`src/rtl/seq1101_pkg.sv`:
```
// Shared definitions for the 1101 sync-sequence framer and deframer.
// States, sync header constants and the stuffing predicate live here.
package seq1101_pkg;

    typedef enum logic [2:0] {
        IDLE  = 3'd0,
        HDR   = 3'd1,
        PAY   = 3'd2,
        STUFF = 3'd3,
        PAR   = 3'd4
    } state_t;

    localparam logic [3:0] SYNC_WORD = 4'b1101;
    localparam int         HDR_LEN   = 4;

    // Two ones followed by a zero: one more 1 would complete the sync word.
    function automatic logic needs_stuff(input logic [2:0] history);
        return history == 3'b110;
    endfunction

endpackage

```
`src/rtl/seq1101_stuff_ctl.sv`:
```
// Tracks the last three line bits and requests a stuffed 0 whenever the
// stream could otherwise complete 1101. Shared with the deframer for destuffing.
module seq1101_stuff_ctl
    import seq1101_pkg::*;
(
    input  logic clk,
    input  logic rst,
    input  logic bit_valid,
    input  logic bit_in,
    input  logic check_en,
    output logic stuff_req
);

    logic [2:0] history_reg;
    logic [2:0] history_next;

    // The bit currently on the line is folded in before the test, so the
    // request is available in the same cycle that bit is visible.
    assign history_next = {history_reg[1:0], bit_in};
    assign stuff_req    = check_en && bit_valid && needs_stuff(history_next);

    always_ff @(posedge clk or posedge rst) begin
        if (rst) begin
            history_reg <= 3'b000;
        end else if (bit_valid) begin
            history_reg <= history_next;
        end
    end

endmodule

```
`src/rtl/seq1101_framer_tx.sv`:
```
// Serial framer: 1101 header, MSB-first payload, zero stuffing against 1101.
// Optional even parity bit after the payload when SEQ1101_PARITY_EN is defined.
module seq1101_framer_tx
    import seq1101_pkg::*;
#(
    parameter int         DATA_W = 8,
    parameter logic [3:0] SYNC   = SYNC_WORD
) (
    input  logic              clk,
    input  logic              rst,
    input  logic [DATA_W-1:0] tx_data,
    input  logic              tx_valid,
    output logic              tx_ready,
    output logic              out,
    output logic              out_valid,
    output logic              frame_start,
    output logic              busy
);

    localparam int CNT_W = $clog2(DATA_W);

    // state_reg names the kind of bit currently on out.
    state_t              state_reg;
    logic [DATA_W-1:0]   shreg_reg;
    logic [CNT_W-1:0]    cnt_reg;
    logic [1:0]          hdr_cnt_reg;
    logic [2:0]          hdr_sr_reg;
`ifdef SEQ1101_PARITY_EN
    logic                par_reg;
    logic                par_done_reg;
`endif

    logic check_en;
    logic stuff_req;

    assign tx_ready = (state_reg == IDLE);
    assign busy     = (state_reg != IDLE);
    assign check_en = (state_reg == PAY) || (state_reg == STUFF) || (state_reg == PAR);

    seq1101_stuff_ctl u_stuff_ctl (
        .clk       (clk),
        .rst       (rst),
        .bit_valid (out_valid),
        .bit_in    (out),
        .check_en  (check_en),
        .stuff_req (stuff_req)
    );

    always_ff @(posedge clk or posedge rst) begin
        if (rst) begin
            state_reg    <= IDLE;
            shreg_reg    <= '0;
            cnt_reg      <= '0;
            hdr_cnt_reg  <= 2'd0;
            hdr_sr_reg   <= 3'b000;
            out          <= 1'b0;
            out_valid    <= 1'b0;
            frame_start  <= 1'b0;
`ifdef SEQ1101_PARITY_EN
            par_reg      <= 1'b0;
            par_done_reg <= 1'b0;
`endif
        end else begin
            frame_start <= 1'b0;
            case (state_reg)
                IDLE: begin
                    out       <= 1'b0;
                    out_valid <= 1'b0;
                    if (tx_valid) begin
                        shreg_reg    <= tx_data;
                        cnt_reg      <= CNT_W'(DATA_W - 1);
                        hdr_cnt_reg  <= 2'd0;
                        hdr_sr_reg   <= SYNC[2:0];
                        out          <= SYNC[3];
                        out_valid    <= 1'b1;
                        frame_start  <= 1'b1;
                        state_reg    <= HDR;
`ifdef SEQ1101_PARITY_EN
                        par_reg      <= ^tx_data;
                        par_done_reg <= 1'b0;
`endif
                    end
                end

                HDR: begin
                    if (hdr_cnt_reg != 2'(HDR_LEN - 1)) begin
                        out         <= hdr_sr_reg[2];
                        hdr_sr_reg  <= {hdr_sr_reg[1:0], 1'b0};
                        hdr_cnt_reg <= hdr_cnt_reg + 2'd1;
                    end else begin
                        // First payload bit; cnt_reg already counts the rest.
                        out       <= shreg_reg[DATA_W-1];
                        shreg_reg <= {shreg_reg[DATA_W-2:0], 1'b0};
                        state_reg <= PAY;
                    end
                end

                PAY, STUFF, PAR: begin
                    if (stuff_req) begin
                        out       <= 1'b0;
                        state_reg <= STUFF;
                    end else if (cnt_reg != '0) begin
                        out       <= shreg_reg[DATA_W-1];
                        shreg_reg <= {shreg_reg[DATA_W-2:0], 1'b0};
                        cnt_reg   <= cnt_reg - 1'b1;
                        state_reg <= PAY;
                    end
`ifdef SEQ1101_PARITY_EN
                    else if (!par_done_reg) begin
                        out          <= par_reg;
                        par_done_reg <= 1'b1;
                        state_reg    <= PAR;
                    end
`endif
                    else begin
                        out       <= 1'b0;
                        out_valid <= 1'b0;
                        state_reg <= IDLE;
                    end
                end

                default: begin
                    out       <= 1'b0;
                    out_valid <= 1'b0;
                    state_reg <= IDLE;
                end
            endcase
        end
    end

endmodule

```
`config.mk`:
```
export PLATFORM = sky130hd
export DESIGN_NAME = seq1101_framer_tx
export DESIGN_NICKNAME = d
export VERILOG_FILES = /design/src/rtl/seq1101_pkg.sv /design/src/rtl/seq1101_stuff_ctl.sv /design/src/rtl/seq1101_framer_tx.sv
export SDC_FILE = /design/constraint.sdc
export NUM_CORES = 1
export LEC_CHECK = 0
export BUFFER_PORTS_ARGS = -buffer_cell sky130_fd_sc_hd__buf_2
export CORE_MARGIN = 1
export CORE_UTILIZATION = 55
export DETAILED_ROUTE_END_ITERATION = 12
export GPL_TIMING_DRIVEN = 0
export PLACE_DENSITY = 0.77
export SLEW_MARGIN = 20
export SYNTH_ARGS = -nofsm -noshare
export SYNTH_HDL_FRONTEND = slang
export SYNTH_SLANG_ARGS = --single-unit
```
`constraint.sdc`:
```
create_clock -name clk -period 1.6 [get_ports clk]
set_input_delay 0 -clock clk [delete_from_list [all_inputs] [get_ports clk]]
set_output_delay 0 -clock clk [all_outputs]
set_load 0.02 [all_outputs]
```
Word level (Yosys, flattened, before mapping)
Index checks and enable logic that the tools add are counted.
{"block": "totals", "latch_bits": 0, "word_cells": 69, "n_memories": 0, "ramBits": 0, "register_bits": 24, "romBits": 0}
{"block": "classes", "n_reduce_logical": 16, "mux": 29, "n_lt_le_gt_ge": 0, "add_sub_neg": 2, "shift": 0, "multipliers": 0, "bitwise_logic": 1, "eq_ne": 12, "div_mod_pow": 0}
{"cell": "8-bit 2-to-1 mux", "count": 4}
{"cell": "8-bit case mux with 3 select lines", "count": 1}
{"cell": "3-bit 2-to-1 mux", "count": 7}
{"cell": "2-bit != test, second input constant", "count": 7}
{"cell": "3-bit case mux with 2 select lines", "count": 2}
{"cell": "3-bit case mux with 3 select lines", "count": 1}
{"cell": "3-bit nonzero test", "count": 3}
{"cell": "2-bit 2-to-1 mux", "count": 4}
{"cell": "1-bit 2-to-1 mux", "count": 7}
{"cell": "3-bit by 2-bit == test with 1-bit output, second input constant", "count": 2}
{"cell": "3-bit == test, second input constant", "count": 2}
{"cell": "1-bit case mux with 3 select lines", "count": 2}
{"cell": "3-bit AND reduction", "count": 2}
{"cell": "5-bit AND reduction", "count": 1}
{"cell": "2-bit case mux with 2 select lines", "count": 1}
{"cell": "4-bit AND reduction", "count": 1}
{"cell": "2-bit nonzero test", "count": 2}
{"cell": "3-bit by 1-bit == test with 1-bit output, second input constant", "count": 1}
{"cell": "3-bit logical NOT", "count": 1}
{"cell": "3-bit OR reduction", "count": 1}
{"cell": "3-bit by 1-bit subtractor with 3-bit output, second input constant", "count": 1}
{"cell": "2-bit by 1-bit adder with 2-bit output, second input constant", "count": 1}
{"cell": "1-bit logical AND", "count": 2}
{"cell": "1-bit logical OR", "count": 2}
{"cell": "other kinds (2)", "count": 2}

Logic depth before layout (Yosys ltp)
{"block": "depth", "depth_word": 7, "ltp_mapped": 7, "mapped_depth_nobuf": 6}

Cells and area by module
From an unflattened synthesis, not the netlist that was laid out.
{"block": "hier_totals", "cells_unflattened": 103, "area_unflattened_um2": 1162.4}
{"mod": "seq1101_framer_tx", "seq_area_each_um2": 525.5, "area_each_um2": 1068.5, "cells_per_inst": 96, "instances": 1}
{"mod": "seq1101_stuff_ctl", "seq_area_each_um2": 50.0, "area_each_um2": 93.8, "cells_per_inst": 7, "instances": 1}

Least setup slack after synthesis
Ideal clock, no wire load.
{"block": "synth_path", "path_kind": "flip-flop to flip-flop", "from": "register out_valid", "to": "register cnt_reg[0]", "setup_ns": 0.125, "path_stages_with_launch": 5, "slack_ns": 0.149, "synth_period_minus_slack_ns": 1.451, "t_required_ns": 1.475, "arrival_ns": 1.326, "cell_sequence": "dfrtp_1 nand3_1 or3_4 a21boi_1 mux2_4"}
{"block": "synth_between", "elab_chain_len": 4}
{"item": "from (decl)", "line_no": "seq1101_framer_tx.sv:15", "text": "output logic out_valid,"}
{"item": "from (signal assigned)", "line_no": "seq1101_framer_tx.sv:57", "text": "out_valid <= 1'b0;"}
{"item": "from (signal assigned)", "line_no": "seq1101_framer_tx.sv:68", "text": "out_valid <= 1'b0;"}
{"item": "from (signal assigned)", "line_no": "seq1101_framer_tx.sv:75", "text": "out_valid <= 1'b1;"}
{"item": "1-bit logical AND (2 in series)", "line_no": "seq1101_stuff_ctl.sv:20", "text": "assign stuff_req = check_en && bit_valid && needs_stuff(history_next);"}
{"item": "2-bit != test (no line)"}
{"item": "4-bit AND reduction (no line)"}
{"item": "to (signal assigned)", "line_no": "seq1101_framer_tx.sv:71", "text": "cnt_reg <= CNT_W'(DATA_W - 1);"}
{"item": "to (signal assigned)", "line_no": "seq1101_framer_tx.sv:105", "text": "cnt_reg <= cnt_reg - 1'b1;"}
{"item": "to (decl)", "line_no": "seq1101_framer_tx.sv:25", "text": "logic [CNT_W-1:0] cnt_reg;"}
Every way passes these cells.
A chain may end at the register's enable or synchronous reset.

Worst setup path after layout
{"block": "layout_path", "from": "register cnt_reg[0]", "to": "register shreg_reg[5]"}
{"block": "layout_between", "elab_chain_len": 3}
{"item": "3-bit nonzero test", "line_no": "seq1101_framer_tx.sv:102", "text": "end else if (cnt_reg != '0) begin"}
{"item": "2-bit != test (no line)"}
{"item": "5-bit AND reduction (no line)"}
{"item": "to (signal assigned)", "line_no": "seq1101_framer_tx.sv:70", "text": "shreg_reg <= tx_data;"}
{"item": "to (signal assigned)", "line_no": "seq1101_framer_tx.sv:93", "text": "shreg_reg <= {shreg_reg[DATA_W-2:0], 1'b0};"}
{"item": "to (signal assigned)", "line_no": "seq1101_framer_tx.sv:104", "text": "shreg_reg <= {shreg_reg[DATA_W-2:0], 1'b0};"}
{"item": "to (decl)", "line_no": "seq1101_framer_tx.sv:24", "text": "logic [DATA_W-1:0] shreg_reg;"}
Every way passes these cells.

==> out/qor.json <==
{
  "outcome": "finished, final reports clean",
  "dp_hpwl_mm": 1.64,
  "setup_viol": 0,
  "cts_root_buf": "clkbuf_4",
  "post-route-util_pct": 69.3,
  "hold_path_class": "primary input to flip-flop",
  "yosys-top-cells-count": "dfrtp_1 (23), a21oi_1 (12), a21oi_2 (8)",
  "maxSlewHeadroom_pct": 43.1,
  "cts_tree": "done",
  "boundaryPins": 16,
  "post_drt_via_cell_ratio": 5.59,
  "layout.nets": 153,
  "first_pass_grt_wire_length_mm": 3.93,
  "clock_sinks": 23,
  "worst_slew_pin_slew_ns": 0.852,
  "start_util_pct": 59.8,
  "criticalPathCategory": "flip-flop to flip-flop",
  "grt_max_degree": 24,
  "arrival_ns": 1.72,
  "power.ir.vdd_worst_mv": 1.04,
  "synth_area_per_cell_um2": 10.7,
  "io_buffer_count": 15,
  "synth_top_area_share_pct": 47.6,
  "antenna_cells_inserted": 0,
  "drt_pre_antenna_iters": 4,
  "fmax_mhz": 659,
  "layout_min_cycle_time_ns": 1.52,
  "clock_insertion_delay_worst_skew_ns": 0.30,
  "final.setup.tns_ns": 0,
  "first_iter_violations": 20,
  "number_of_enable_type_register_cells_in_the_synthesized_netlist": 0,
  "syn-cell-area_mm2": 0.00121,
  "placed_cells_incl_taps": 155,
  "drive_above_1_share_pct": 31.9,
  "yosysWarnings": 0,
  "die-width_um": 48.9,
  "cp_data_required_time_ns": 1.80,
  "flops_latches_synth": 23,
  "drtAntennaViolNets": 0,
  "timing.critical_path.from": "cnt_reg[0]",
  "antenna_found_initial": 0,
  "drv.max_cap_violation_count": 0,
  "yosys_most_used_dff": "dfrtp_1",
  "final_min_period_over_clock_period_pct": 94.9,
  "post_synth_inst_count": 113,
  "ys_types": 33,
  "place.gp.congestion": 0.804,
  "hold_ws_ns": 0.00962,
  "post-layout-total-power_mw": 2.89,
  "cellPowerDensity_mw_per_mm2": 2060,
  "async_reset_ff_share_pct": 100,
  "cp-start-kind": "flip-flop",
  "drt-total-wl_mm": 2.27,
  "setup_repair_after_global_routing_missed_its_margin": "no",
  "syn_to_final_growth_pct": 15.9,
  "largest_register_ffs": 8,
  "die_area_mm2": 0.00239,
  "numCtsBuffers": 3,
  "first_global_vias": 847,
  "clock_tree.buffer_depth": 2,
  "fin_worst_skew_ns": 0.00266,
  "yosysMostFrequentCell": "dfrtp_1",
  "avgRoutedWirePerCell_um": 13.8,
  "dr_total_vias": 923,
  "final_cells": 165,
  "grt-ovfl-total": 0,
  "regToRegStartpoint": "cnt_reg[0]",
  "hold_start": "tx_data[6]",
  "die_y_um": 48.9,
  "yosysSeqAreaShare_pct": 47.6,
  "placeableCoreArea_mm2": 0.00202,
  "hold_viol_final": 0,
  "htree_num_levels": 1,
  "grt_use_total_pct": 21.6,
  "synth.net_count": 127,
  "yosys-top-cells-area": "dfrtp_1 (48%), a21oi_2 (5.8%), mux2i_1 (5.8%), a21oi_1 (5.0%), a22o_1 (4.3%)",
  "worst_setup_path_end_kind": "flip-flop",
  "report.final.slew_viol_count": 0,
  "critPathMaxFanout": 7,
  "netlist.top_cell.by_area": "dfrtp_1",
  "drt_drc_violations_left": 0,
  "core.rowCount": 16,
  "clk_transition_reported_paths_ns": 0.12,
  "power_leakage_nw": 0.659
}
==> final timing paths <==
path	depth (start not counted)	slack, ns	endpoint
max in group asynchronous	3	0.68	shreg_reg[4]
worst max register to register	7	0.08	shreg_reg[5]
min in group asynchronous	3	0.39	hdr_cnt_reg[1]
worst min register to register	1	0.51	cnt_reg[1]
worst max-delay path	7	0.08	shreg_reg[5]
worst min-delay path	3	0.01	shreg_reg[6]
==> placed cells by master (no fill, tap or decap), types with 2 or more instances in the layout <==
master / instances
dfrtp_1: 23
buf_6: 2
a22o_1: 6
mux2i_1: 7
nand2b_1: 2
nand3_1: 3
nor2_1: 6
nand2_1: 7
a21oi_2: 8
mux2_2: 2
dlygate4sd3_1: 4
a21oi_1: 12
inv_1: 7
buf_4: 2
buf_2: 17
o21ai_0: 5
ha_1: 2
clkbuf_4: 3
==> final cells by class <==
cell class | count | area (um2)
inverters | 8 | 30.0
multi-input cells | 77 | 568
clock buffers | 4 | 26.3
flip-flops and latches | 23 | 576
fillers | 143 | 621
well taps | 27 | 33.8
repair buffers | 21 | 130
plain buffers | 5 | 37.5
==> metal layers <==
| layer | up-vias | GRT usage (%) | wire length (um) |
|---|---|---|---|
| li1 | 446 | - | - |
| met1 | 454 | 31.8 | 1110 |
| met2 | 19 | 32.4 | 1080 |
| met3 | 4 | 2.80 | 51 |
| met4 | 0 | 8.33 | 25 |
| met5 | - | 0 | 0 |
==> where the power goes <==
group | internal [mW] | total (mW) | switching (mW) | leakage [nW]
Combinational | 0.733 | 1.58 | 0.850 | 0.375
Sequential | 0.860 | 1.05 | 0.186 | 0.269
Clock | 0.0971 | 0.263 | 0.166 | 0.0150
==> stage by stage <==
stage                     setup slack [ns]  area, um2
after floorplan                      0.149       1210
after global placement              0.0379       1320
after detailed placement            0.0230       1320
after CTS                           0.0563       1390
after global routing               0.00122       1400
final                               0.0824       1400
==> cells by family (layout without fill, tap and decap cells) <==
group / count (synthesis) / after routing / synth area share [%]
flops: 23 / 23 / 47.6
compound gates: 36 / 36 / 21.1
buf+inv: 13 / 38 / 5.59
fa+ha+maj: 3 / 3 / 3.11
simple gates: 28 / 28 / 13.7
mux: 10 / 10 / 8.90
==> worst max-delay path, cell delays in order, from the launching register on <==
cell,delay (ns)
dfrtp_1,0.35
inv_1,0.07
ha_1,0.23
and3b_1,0.22
a21oi_4,0.18
and2_4,0.17
buf_6,0.13
a21oi_2,0.06
==> timing repair <==
action                                  4_1_cts  5_1_grt
hold buffers                                  3        1
hold endpoints to repair                     25        1
cloned                                        0        0
endpoints found under the setup margin        6        5
pin swaps                                     0        1
resized for setup                             0        1
setup buffers                                 2        0
(Power assumes the default switching activity.)
